<file path="config.mk">
export PLATFORM = sky130hd
export DESIGN_NAME = led_pattern_sequencer
export DESIGN_NICKNAME = d
export VERILOG_FILES = /design/src/rtl/led_pattern_sequencer.sv
export SDC_FILE = /design/constraint.sdc
export NUM_CORES = 1
export LEC_CHECK = 0
export ABC_AREA = 0
export BUFFER_PORTS_ARGS = -buffer_cell sky130_fd_sc_hd__buf_2
export CAP_MARGIN = 20
export CORE_MARGIN = 8
export CORE_UTILIZATION = 59
export CTS_BUF_LIST = sky130_fd_sc_hd__clkbuf_2 sky130_fd_sc_hd__clkbuf_4 sky130_fd_sc_hd__clkbuf_8
export DETAILED_ROUTE_END_ITERATION = 10
export GPL_TIMING_DRIVEN = 0
export PLACE_DENSITY = 0.88
export RECOVER_POWER = 25
export SYNTH_ARGS = -nofsm -noshare
export SYNTH_HDL_FRONTEND = slang
export SYNTH_SLANG_ARGS = --single-unit
</file>
<file path="constraint.sdc">
create_clock -name clock -period 4.85 [get_ports clock]
set_input_delay 0.2425 -clock clock [delete_from_list [all_inputs] [get_ports clock]]
set_output_delay 0.2425 -clock clock [all_outputs]
set_load 0.01 [all_outputs]
</file>
<file path="src/rtl/led_pattern_sequencer.sv">
// -----------------------------------------------------------------------------
// led_pattern_sequencer
//
// Drives the board LEDs with a pattern that advances on a programmable slow
// tick. A counter divides the fabric clock down to a one-cycle tick; a small
// FSM (IDLE -> START -> RUN) loads a mode-specific start pattern and then
// steps it on every tick. A valid/ready config port writes a one-entry shadow
// (mode + divisor) that takes effect only at a safe point: immediately while
// idle/starting, or in place of a pattern step at the next tick while running,
// so the visible pattern and tick period never glitch.
//
// Ports:
//   clock      : single clock for all logic
//   reset      : synchronous, active-high reset
//   run        : enables sequencing; low returns to IDLE with LEDs dark
//   cfg_valid  : config request
//   cfg_ready  : high while the shadow slot is free
//   cfg_mode   : 0 OFF, 1 WALK, 2 BLINK, 3 BOUNCE
//   cfg_div    : clock cycles per tick (0 and 1 both mean every cycle)
//   tick       : registered one-cycle pulse per divider period while running
//   leds       : registered LED pattern
//   busy       : high whenever the sequencer is not idle
// -----------------------------------------------------------------------------
module led_pattern_sequencer #(
  parameter int unsigned          NUM_LEDS     = 4,
  parameter int unsigned          DIV_WIDTH    = 32,
  parameter logic [DIV_WIDTH-1:0] DEFAULT_DIV  = 100_000_000,
  parameter logic [1:0]           DEFAULT_MODE = 2'd2
) (
  input  logic                 clock,
  input  logic                 reset,
  input  logic                 run,
  input  logic                 cfg_valid,
  output logic                 cfg_ready,
  input  logic [1:0]           cfg_mode,
  input  logic [DIV_WIDTH-1:0] cfg_div,
  output logic                 tick,
  output logic [NUM_LEDS-1:0]  leds,
  output logic                 busy
);

  typedef enum logic [1:0] {
    ST_IDLE  = 2'd0,
    ST_START = 2'd1,
    ST_RUN   = 2'd2
  } state_e;

  typedef enum logic [1:0] {
    MODE_OFF    = 2'd0,
    MODE_WALK   = 2'd1,
    MODE_BLINK  = 2'd2,
    MODE_BOUNCE = 2'd3
  } mode_e;

  typedef enum logic {
    DIR_UP   = 1'b0,
    DIR_DOWN = 1'b1
  } dir_e;

  localparam logic [DIV_WIDTH-1:0] DIV_ONE = DIV_WIDTH'(1);

  // Registered state
  state_e                 state_q,       state_d;
  logic [DIV_WIDTH-1:0]   cnt_q,         cnt_d;
  dir_e                   dir_q,         dir_d;
  logic [NUM_LEDS-1:0]    leds_q,        leds_d;
  logic                   tick_q,        tick_d;
  logic                   pending_q,     pending_d;
  mode_e                  shadow_mode_q, shadow_mode_d;
  logic [DIV_WIDTH-1:0]   shadow_div_q,  shadow_div_d;
  mode_e                  active_mode_q, active_mode_d;
  logic [DIV_WIDTH-1:0]   active_div_q,  active_div_d;

  // Helpers
  logic [DIV_WIDTH-1:0]   div_eff;
  logic [DIV_WIDTH-1:0]   term_count;
  logic                   at_terminal;
  logic                   cfg_fire;
  logic                   apply_shadow;
  logic [NUM_LEDS-1:0]    walk_next;
  logic [NUM_LEDS-1:0]    bounce_up;
  logic [NUM_LEDS-1:0]    bounce_down;

  // A divisor of 0 is treated as 1 so the terminal count never underflows.
  assign div_eff     = (active_div_q == '0) ? DIV_ONE : active_div_q;
  assign term_count  = div_eff - DIV_ONE;
  assign at_terminal = (cnt_q == term_count);

  // The shadow is a single slot: new requests are refused while it is full.
  assign cfg_fire    = cfg_valid && !pending_q;

  assign walk_next   = {leds_q[NUM_LEDS-2:0], leds_q[NUM_LEDS-1]};
  assign bounce_up   = leds_q << 1;
  assign bounce_down = leds_q >> 1;

  function automatic logic [NUM_LEDS-1:0] start_value(input mode_e mode);
    case (mode)
      MODE_WALK,
      MODE_BOUNCE: start_value = NUM_LEDS'(1);
      MODE_BLINK:  start_value = '1;
      default:     start_value = '0;
    endcase
  endfunction

  // ---------------------------------------------------------------------------
  // Next-state / next-output logic
  // ---------------------------------------------------------------------------
  always_comb begin
    // NOTE: every signal driven here gets a default first; a path that left
    // one unassigned would infer a latch instead of combinational logic.
    state_d       = state_q;
    cnt_d         = cnt_q;
    dir_d         = dir_q;
    leds_d        = leds_q;
    tick_d        = 1'b0;
    pending_d     = pending_q;
    shadow_mode_d = shadow_mode_q;
    shadow_div_d  = shadow_div_q;
    active_mode_d = active_mode_q;
    active_div_d  = active_div_q;
    apply_shadow  = 1'b0;

    case (state_q)
      ST_IDLE: begin
        cnt_d  = '0;
        leds_d = '0;
        dir_d  = DIR_UP;
        // Nothing is visible while idle, so a pending config lands at once.
        apply_shadow = pending_q;
        if (run) begin
          state_d = ST_START;
        end
      end

      ST_START: begin
        apply_shadow = pending_q;
        cnt_d        = '0;
        dir_d        = DIR_UP;
        if (run) begin
          state_d = ST_RUN;
          // A config landing on this edge must seed the pattern it selects.
          leds_d  = start_value(pending_q ? shadow_mode_q : active_mode_q);
        end else begin
          state_d = ST_IDLE;
          leds_d  = '0;
        end
      end

      ST_RUN: begin
        if (!run) begin
          // Dropping run wins over a tick; a pending config waits for IDLE.
          state_d = ST_IDLE;
          cnt_d   = '0;
          leds_d  = '0;
          dir_d   = DIR_UP;
        end else if (at_terminal) begin
          tick_d = 1'b1;
          cnt_d  = '0;
          if (pending_q) begin
            // The new config replaces this step rather than following it.
            apply_shadow = 1'b1;
            leds_d       = start_value(shadow_mode_q);
            dir_d        = DIR_UP;
          end else begin
            case (active_mode_q)
              MODE_OFF:   leds_d = '0;
              MODE_WALK:  leds_d = walk_next;
              MODE_BLINK: leds_d = ~leds_q;
              MODE_BOUNCE: begin
                // Flip direction on the step that reaches an end, so the end
                // LED is shown once and the next step heads back inward.
                if (dir_q == DIR_UP) begin
                  leds_d = bounce_up;
                  if (bounce_up[NUM_LEDS-1]) begin
                    dir_d = DIR_DOWN;
                  end
                end else begin
                  leds_d = bounce_down;
                  if (bounce_down[0]) begin
                    dir_d = DIR_UP;
                  end
                end
              end
            endcase
          end
        end else begin
          cnt_d = cnt_q + DIV_ONE;
        end
      end

      default: begin
        state_d = ST_IDLE;
        cnt_d   = '0;
        leds_d  = '0;
        dir_d   = DIR_UP;
      end
    endcase

    if (apply_shadow) begin
      active_mode_d = shadow_mode_q;
      active_div_d  = shadow_div_q;
      pending_d     = 1'b0;
    end

    // cfg_fire and apply_shadow are mutually exclusive (one needs the slot
    // empty, the other full), so a capture never collides with an apply.
    if (cfg_fire) begin
      shadow_mode_d = mode_e'(cfg_mode);
      shadow_div_d  = cfg_div;
      pending_d     = 1'b1;
    end
  end

  // ---------------------------------------------------------------------------
  // State register
  // ---------------------------------------------------------------------------
  always_ff @(posedge clock) begin
    // NOTE: non-blocking assignments so every register samples the values
    // from before this edge, independent of statement order.
    if (reset) begin
      state_q       <= ST_IDLE;
      cnt_q         <= '0;
      dir_q         <= DIR_UP;
      leds_q        <= '0;
      tick_q        <= 1'b0;
      pending_q     <= 1'b0;
      shadow_mode_q <= MODE_OFF;
      shadow_div_q  <= '0;
      active_mode_q <= mode_e'(DEFAULT_MODE);
      active_div_q  <= DEFAULT_DIV;
    end else begin
      state_q       <= state_d;
      cnt_q         <= cnt_d;
      dir_q         <= dir_d;
      leds_q        <= leds_d;
      tick_q        <= tick_d;
      pending_q     <= pending_d;
      shadow_mode_q <= shadow_mode_d;
      shadow_div_q  <= shadow_div_d;
      active_mode_q <= active_mode_d;
      active_div_q  <= active_div_d;
    end
  end

  assign leds      = leds_q;
  assign tick      = tick_q;
  assign cfg_ready = !pending_q;
  assign busy      = (state_q != ST_IDLE);

endmodule
</file>
==> results.yml, run 1 <==
synthesis:
  ys_seq_area_share_pct: 34.4
  async_flop_share_pct: 0
  netlist_area_um2: 6350
  synth_nets: 860
  ys_types: 60
  synthFlopType: "dfxtp_1"
  syn_inst: 816
  ys_warn_count: 0
  synth-seq-cells: 109
  synth_edf_count: 0
  synth_area_per_cell_um2: 7.78
final_layout:
  n_antenna_cell: 0
  layout_common_cells: "115 x nand2_1, 103 x dfxtp_1, 90 x nor2_1"
  fin_nets: 912
  layout_commonest_cell: "nand2_1"
  drive_gt1_share_pct: 11.8
  syn_to_final_growth_pct: 11.2
sta:
  final_max_slew_viol_count: 0
  finClkSkew_ns: 0.0115
  min_period_over_period_pct: 95.5
  layout_min_cycle_time_ns: 4.63
  rsz0062_at_grt: "no"
  setup_viol: 0
  hold_viol_final: 0
  slew_headroom_pct: 50.5
  max_freq_ghz: 0.216
  worst_pin_slew_ns: 0.736
  timing.hold.ws_ns: 0.0783
clock_tree:
  clkSinkCount: 109
  cts_buffer_depth: 2
  clk_latency_ns: 0.39
  cts_tree: "yes"
  htree_levels: 3
  cts_root_buf: "clkbuf_8"
  cts_buffers: 9
  clk_pin_slew_ns: 0.10
setup_path:
  crit_required_ns: 5.12
  cp_max_fo: 10
  rrSetupSlack_ns: 0.22
  crit_start: "active_div_q[19]"
  crit_arrival_ns: 4.90
  worstSetupEndpointType: "flip-flop"
  r2r-start: "active_div_q[19]"
  start_kind: "flip-flop"
  path_class: "flip-flop to flip-flop"
drt:
  wire_per_inst_um: 16.8
  wirelength_mm: 17.0
  ant_nets: 0
  drt-vias-per-instance: 6.18
  vias: 6257
  drc: 0
  drt-initial-drc-count: 680
  firstDrtPassIters: 8
pwr:
  vdd_drop_max_v: 0.000217
  power_density_nw_per_um2: 277
  leakage_nw: 2.34
  p_total_w: 0.00196
min_path:
  hold_path.class: "primary input to flip-flop"
  hp-start: "cfg_div[1]"
floorplanning:
  die_y_um: 120
  dieArea_um2: 14300
  start_util_pct: 59.6
  io_pins: 45
  dieWidth_um: 120
  core_area_um2: 10700
  row_count: 38
placement:
  dp_hpwl_mm: 12.9
  io_buffer_count: 44
  gp_congestion: 0.985
global_routing:
  grt_overflow: 0
  grt_pass1_wl_mm: 28.6
  grt_max_degree: 18
  antenna_found_initial: 0
  track_usage_pct: 23.9
  grt_pass1_vias: 5856
outcome:
  status: "finished, final reports clean"
flow_run:
  drv_cap: 0
-- report_power, final --
| part | switching (W) | internal (W) | leakage [nW] | total (W) |
|---|---|---|---|---|
| clock | 0.000320 | 0.000335 | 0.119 | 0.000655 |
| sequential | 0.0000533 | 0.000935 | 0.887 | 0.000988 |
| combinational | 0.000203 | 0.000113 | 1.33 | 0.000315 |
-- final cells by class --
type / instances / area, µm²
fillers: 926 / 3590
clock buffers: 12 / 165
multi-input cells: 617 / 3860
repair buffers: 45 / 219
clock inverters: 4 / 76.3
plain buffers: 59 / 268
well taps: 140 / 175
flip-flops and latches: 109 / 2190
inverters: 27 / 101
-- through the flow --
stage	instances	instance area (µm²)	TNS [ns]	util, %	setup slack, ns
5_1_grt	1013	7060	0	66.3	0.0155
3_5_place_dp	1000	6750	-19.01	63.3	-0.406
3_3_place_gp	1000	6750	-10.91	63.3	-0.293
4_1_cts	1014	7040	0	66.1	0.0177
6_report	1013	7060	0	66.3	0.221
2_1_floorplan	816	6350	0	-	0.435
-- critical path, stage by stage, from the launching register on --
cell,delay [ns]
dfxtp_1,0.52
nor4_4,0.11
nand4_1,0.11
buf_2,0.24
nor4_2,0.07
nor2_1,0.11
ha_1,0.25
or3b_2,0.54
nor4_4,0.26
xnor2_1,0.11
or4b_4,0.53
or4_4,0.56
a2111oi_4,0.21
nand3_2,0.27
nand2_2,0.22
buf_2,0.29
nor2_1,0.09
-- path summary, 6_finish.rpt --
| kind | endpoint | cells after the start |
|---|---|---|
| setup / recovery | cnt_q[28] | 16 |
| hold reg to reg | shadow_div_q[23] | 2 |
| setup reg to reg | cnt_q[28] | 16 |
| hold / removal | shadow_div_q[1] | 3 |
-- cells by family after synthesis --
family | Yosys count | share of synthesized area (%)
AOI/OAI and AO/OA | 170 | 18.8
DFF | 109 | 34.4
buffers and inverters | 90 | 6.05
adders and majority gates | 6 | 1.18
muxes | 12 | 1.97
and+or+nand+nor | 364 | 28.6
xor gates and xnor gates | 65 | 8.96
-- sequential cells by signal, indices dropped and copies added, names as in the netlist --
signal,flops
pending_q,1
shadow_mode_q,2
state_q,2
active_div_q,32
dir_q,1
cnt_q,32
active_mode_q,2
leds,4
shadow_div_q,32
tick,1
-- per-layer routing --
layer | GRT usage [%] | up-vias | wire length [µm]
met3 | 4.51 | 39 | 1250
met2 | 38.6 | 295 | 7730
met1 | 30.7 | 2877 | 7490
li1 | - | 3046 | -
met5 | 0 | - | 0
met4 | 10.1 | 0 | 529
-- cell usage after synthesis, types with 6 or more instances --
master	count	area [µm²]
nand2_1	116	435
dfxtp_1	109	2180
nor2_1	90	338
a21oi_1	49	245
clkbuf_1	48	180
nand4_1	43	269
xnor2_1	42	368
o211ai_1	34	255
inv_1	26	97.6
xor2_1	23	201
o311ai_0	22	193
a41oi_1	21	184
nand3_1	21	105
nor3_1	18	90.1
o21ai_0	15	75.1
nor4_1	10	62.6
and3_1	8	50.1
mux2i_1	8	80.1
buf_2	7	35.0
nor2b_1	7	43.8
and4_1	6	52.6
ha_1	6	75.1
or4_1	6	45.0
-- what timing repair did --
action | CTS | global route
pin swaps | 0 | 3
endpoints found under the setup margin | 71 | 70
resized for setup | 8 | 13
buffers inserted | 0 | 1
hold buffers | 0 | 0
No activity file was read; power rests on OpenSTA's default activity.
==> run 2, diff against run 1 <==
BUFFER_PORTS_ARGS = -buffer_cell sky130_fd_sc_hd__clkbuf_2   (was -buffer_cell sky130_fd_sc_hd__buf_2)
CTS_BUF_LIST = default   (was sky130_fd_sc_hd__clkbuf_2 sky130_fd_sc_hd__clkbuf_4 sky130_fd_sc_hd__clkbuf_8)
CTS_CLUSTER_DIAMETER = 60   (was default)
==> run 2 against run 1 <==
Sequential share of layout area about the same. Power down 2.5%. Via count fell by 0.82%. Register-to-register slack about the same. Critical path depth down 1. Worst hold slack worse by 0.023 ns. Combinational power is essentially flat. Clock skew is 0.0022 ns lower.
==> results.yml, run 2 (synthesized netlist as in run 1, its figures left out) <==
setup_path:
  crit_required_ns: 5.18
  crit_arrival_ns: 4.95
  r2r_end: "leds[1]"
  r2r-start: "active_div_q[2]"
  cp_max_fo: 8
  path_class: "flip-flop to flip-flop"
  worstSetupEndpointType: "flip-flop"
  rrSetupSlack_ns: 0.23
  r2r_cells: 15
  start_kind: "flip-flop"
min_path:
  hold_depth: 3
  holdPathEnd: "shadow_div_q[14]"
  hp-start: "cfg_div[14]"
  hold_path.class: "primary input to flip-flop"
final_layout:
  multi_input_area_um2: 3870
  fin_nets: 914
  layout_common_cells: "115 x nand2_1, 106 x dfxtp_1, 90 x nor2_1"
  fill_cells: 946
  drive_gt1_share_pct: 11.5
  fin_area_um2: 7050
  syn_to_final_growth_pct: 11.0
  reg_top3: "active_div_q (32), cnt_q (32), shadow_div_q (32)"
  register_area_um2: 2190
  layout_commonest_cell: "nand2_1"
  n_antenna_cell: 0
pwr:
  leakage_nw: 2.35
  p_total_w: 0.00191
  vdd_drop_max_v: 0.000225
  power_density_nw_per_um2: 271
floorplanning:
  dieArea_um2: 14300
  dieWidth_um: 120
  start_util_pct: 59.6
  io_pins: 45
  core_area_um2: 10700
  row_count: 38
  die_y_um: 120
placement:
  placed_area_um2: 6750
  dp_hpwl_mm: 12.6
  io_buffer_count: 44
  gp_congestion: 0.988
drt:
  vias: 6206
  wirelength_mm: 16.9
  drt-vias-per-instance: 6.11
  wire_per_inst_um: 16.7
  firstDrtPassIters: 8
  ant_nets: 0
  drt-initial-drc-count: 559
  drc: 0
sta:
  setup_viol: 0
  setup_tns_ns: 0
  slew_headroom_pct: 52.7
  max_freq_ghz: 0.216
  min_period_over_period_pct: 95.3
  layout_min_cycle_time_ns: 4.62
  rsz0062_at_grt: "no"
  finClkSkew_ns: 0.00931
  hold_viol_final: 0
  worst_pin_slew_ns: 0.704
  final_max_slew_viol_count: 0
global_routing:
  track_usage_pct: 23.5
  grt_max_degree: 19
  grt_pass1_wl_mm: 28.3
  antenna_found_initial: 0
  grt_overflow: 0
  grt_pass1_vias: 5794
flow_run:
  drv_cap: 0
clock_tree:
  cts_tree: "yes"
  cts_buffers: 9
  cts_hold_buf: 0
  clk_pin_slew_ns: 0.10
  cts_buffer_depth: 2
  htree_levels: 3
  cts_root_buf: "clkbuf_8"
  clkSinkCount: 109
  clk_latency_ns: 0.39
outcome:
  status: "finished, final reports clean"
==> run 2: cell types whose count changed in the layout (fill, tap and decap cells not counted), moves of 2 or more <==
cell	change
buf_2	-37
clkbuf_2	+36
dfxtp_1	+3
dfxtp_2	-3
buf_4	+2
==> run 2: worst max path at each step <==
stage / start / endpoint / slack (ns) / depth (start not counted)
6_report: active_div_q[2] / leds[1] / 0.23 / 15
5_1_grt: active_div_q[0] / active_div_q[25] / 0.007 / 16
4_1_cts: active_div_q[17] / cnt_q[4] / 0.005 / 17
3_5_place_dp: active_div_q[21] / cnt_q[26] / -0.30 / 17
3_3_place_gp: active_div_q[10] / cnt_q[26] / -0.28 / 15
2_1_floorplan: active_div_q[21] / leds[0] / 0.43 / 16
==> run 2: final cells by class <==
class / instances / share of cell area, %
well taps: 140 / 2.48
clock inverters: 5 / 0.940
multi-input cells: 617 / 54.9
repair buffers: 47 / 3.32
inverters: 27 / 1.44
flip-flops and latches: 109 / 31.0
clock buffers: 11 / 2.15
plain buffers: 59 / 3.78
==> run 2: worst max-delay path: stages (launching register included) <==
cell       delay [ns]
dfxtp_1          0.31
buf_4            0.15
or4_1            0.46
clkbuf_1         0.20
nor4_2           0.39
nor2_1           0.08
ha_1             0.25
or3b_2           0.27
xnor2_1          0.13
o211ai_1         0.11
or4b_4           0.51
or4_4            0.57
a2111oi_4        0.23
nand3_2          0.27
a311o_1          0.49
o21ai_1          0.14
==> run 2: what timing repair did <==
| action | 4_1_cts | 5_1_grt |
|---|---|---|
| gates resized for setup | 9 | 8 |
| pin swaps | 0 | 2 |
| setup endpoints to repair | 68 | 70 |
| buffers inserted | 0 | 3 |
==> run 2: report_power, final <==
part	internal [W]	total, W	switching (W)
sequential	0.000935	0.000989	0.0000539
combinational	0.000115	0.000318	0.000203
clock	0.000273	0.000604	0.000330
total	0.00132	0.00191	0.000587
==> run 2: routing by layer <==
layer	track usage [%]	share of wire, %	vias to the layer above
met5	0	0	-
met4	10.1	2.7	0
met3	3.90	6.4	32
met2	36.5	45	249
met1	31.6	46	2867
li1	-	-	3058
==> run 2: through the flow <==
| stage | setup WS, ns | hold WS (ns) | cells | util [%] |
|---|---|---|---|---|
| 2_1_floorplan | 0.435 | 0.378 | 816 | - |
| 3_3_place_gp | -0.285 | 0.446 | 1000 | 63.3 |
| 3_5_place_dp | -0.299 | 0.449 | 1000 | 63.3 |
| 4_1_cts | 0.00452 | 0.0500 | 1016 | 66.0 |
| 5_1_grt | 0.00734 | 0.0591 | 1015 | 66.2 |
| 6_report | 0.226 | 0.0551 | 1015 | 66.2 |
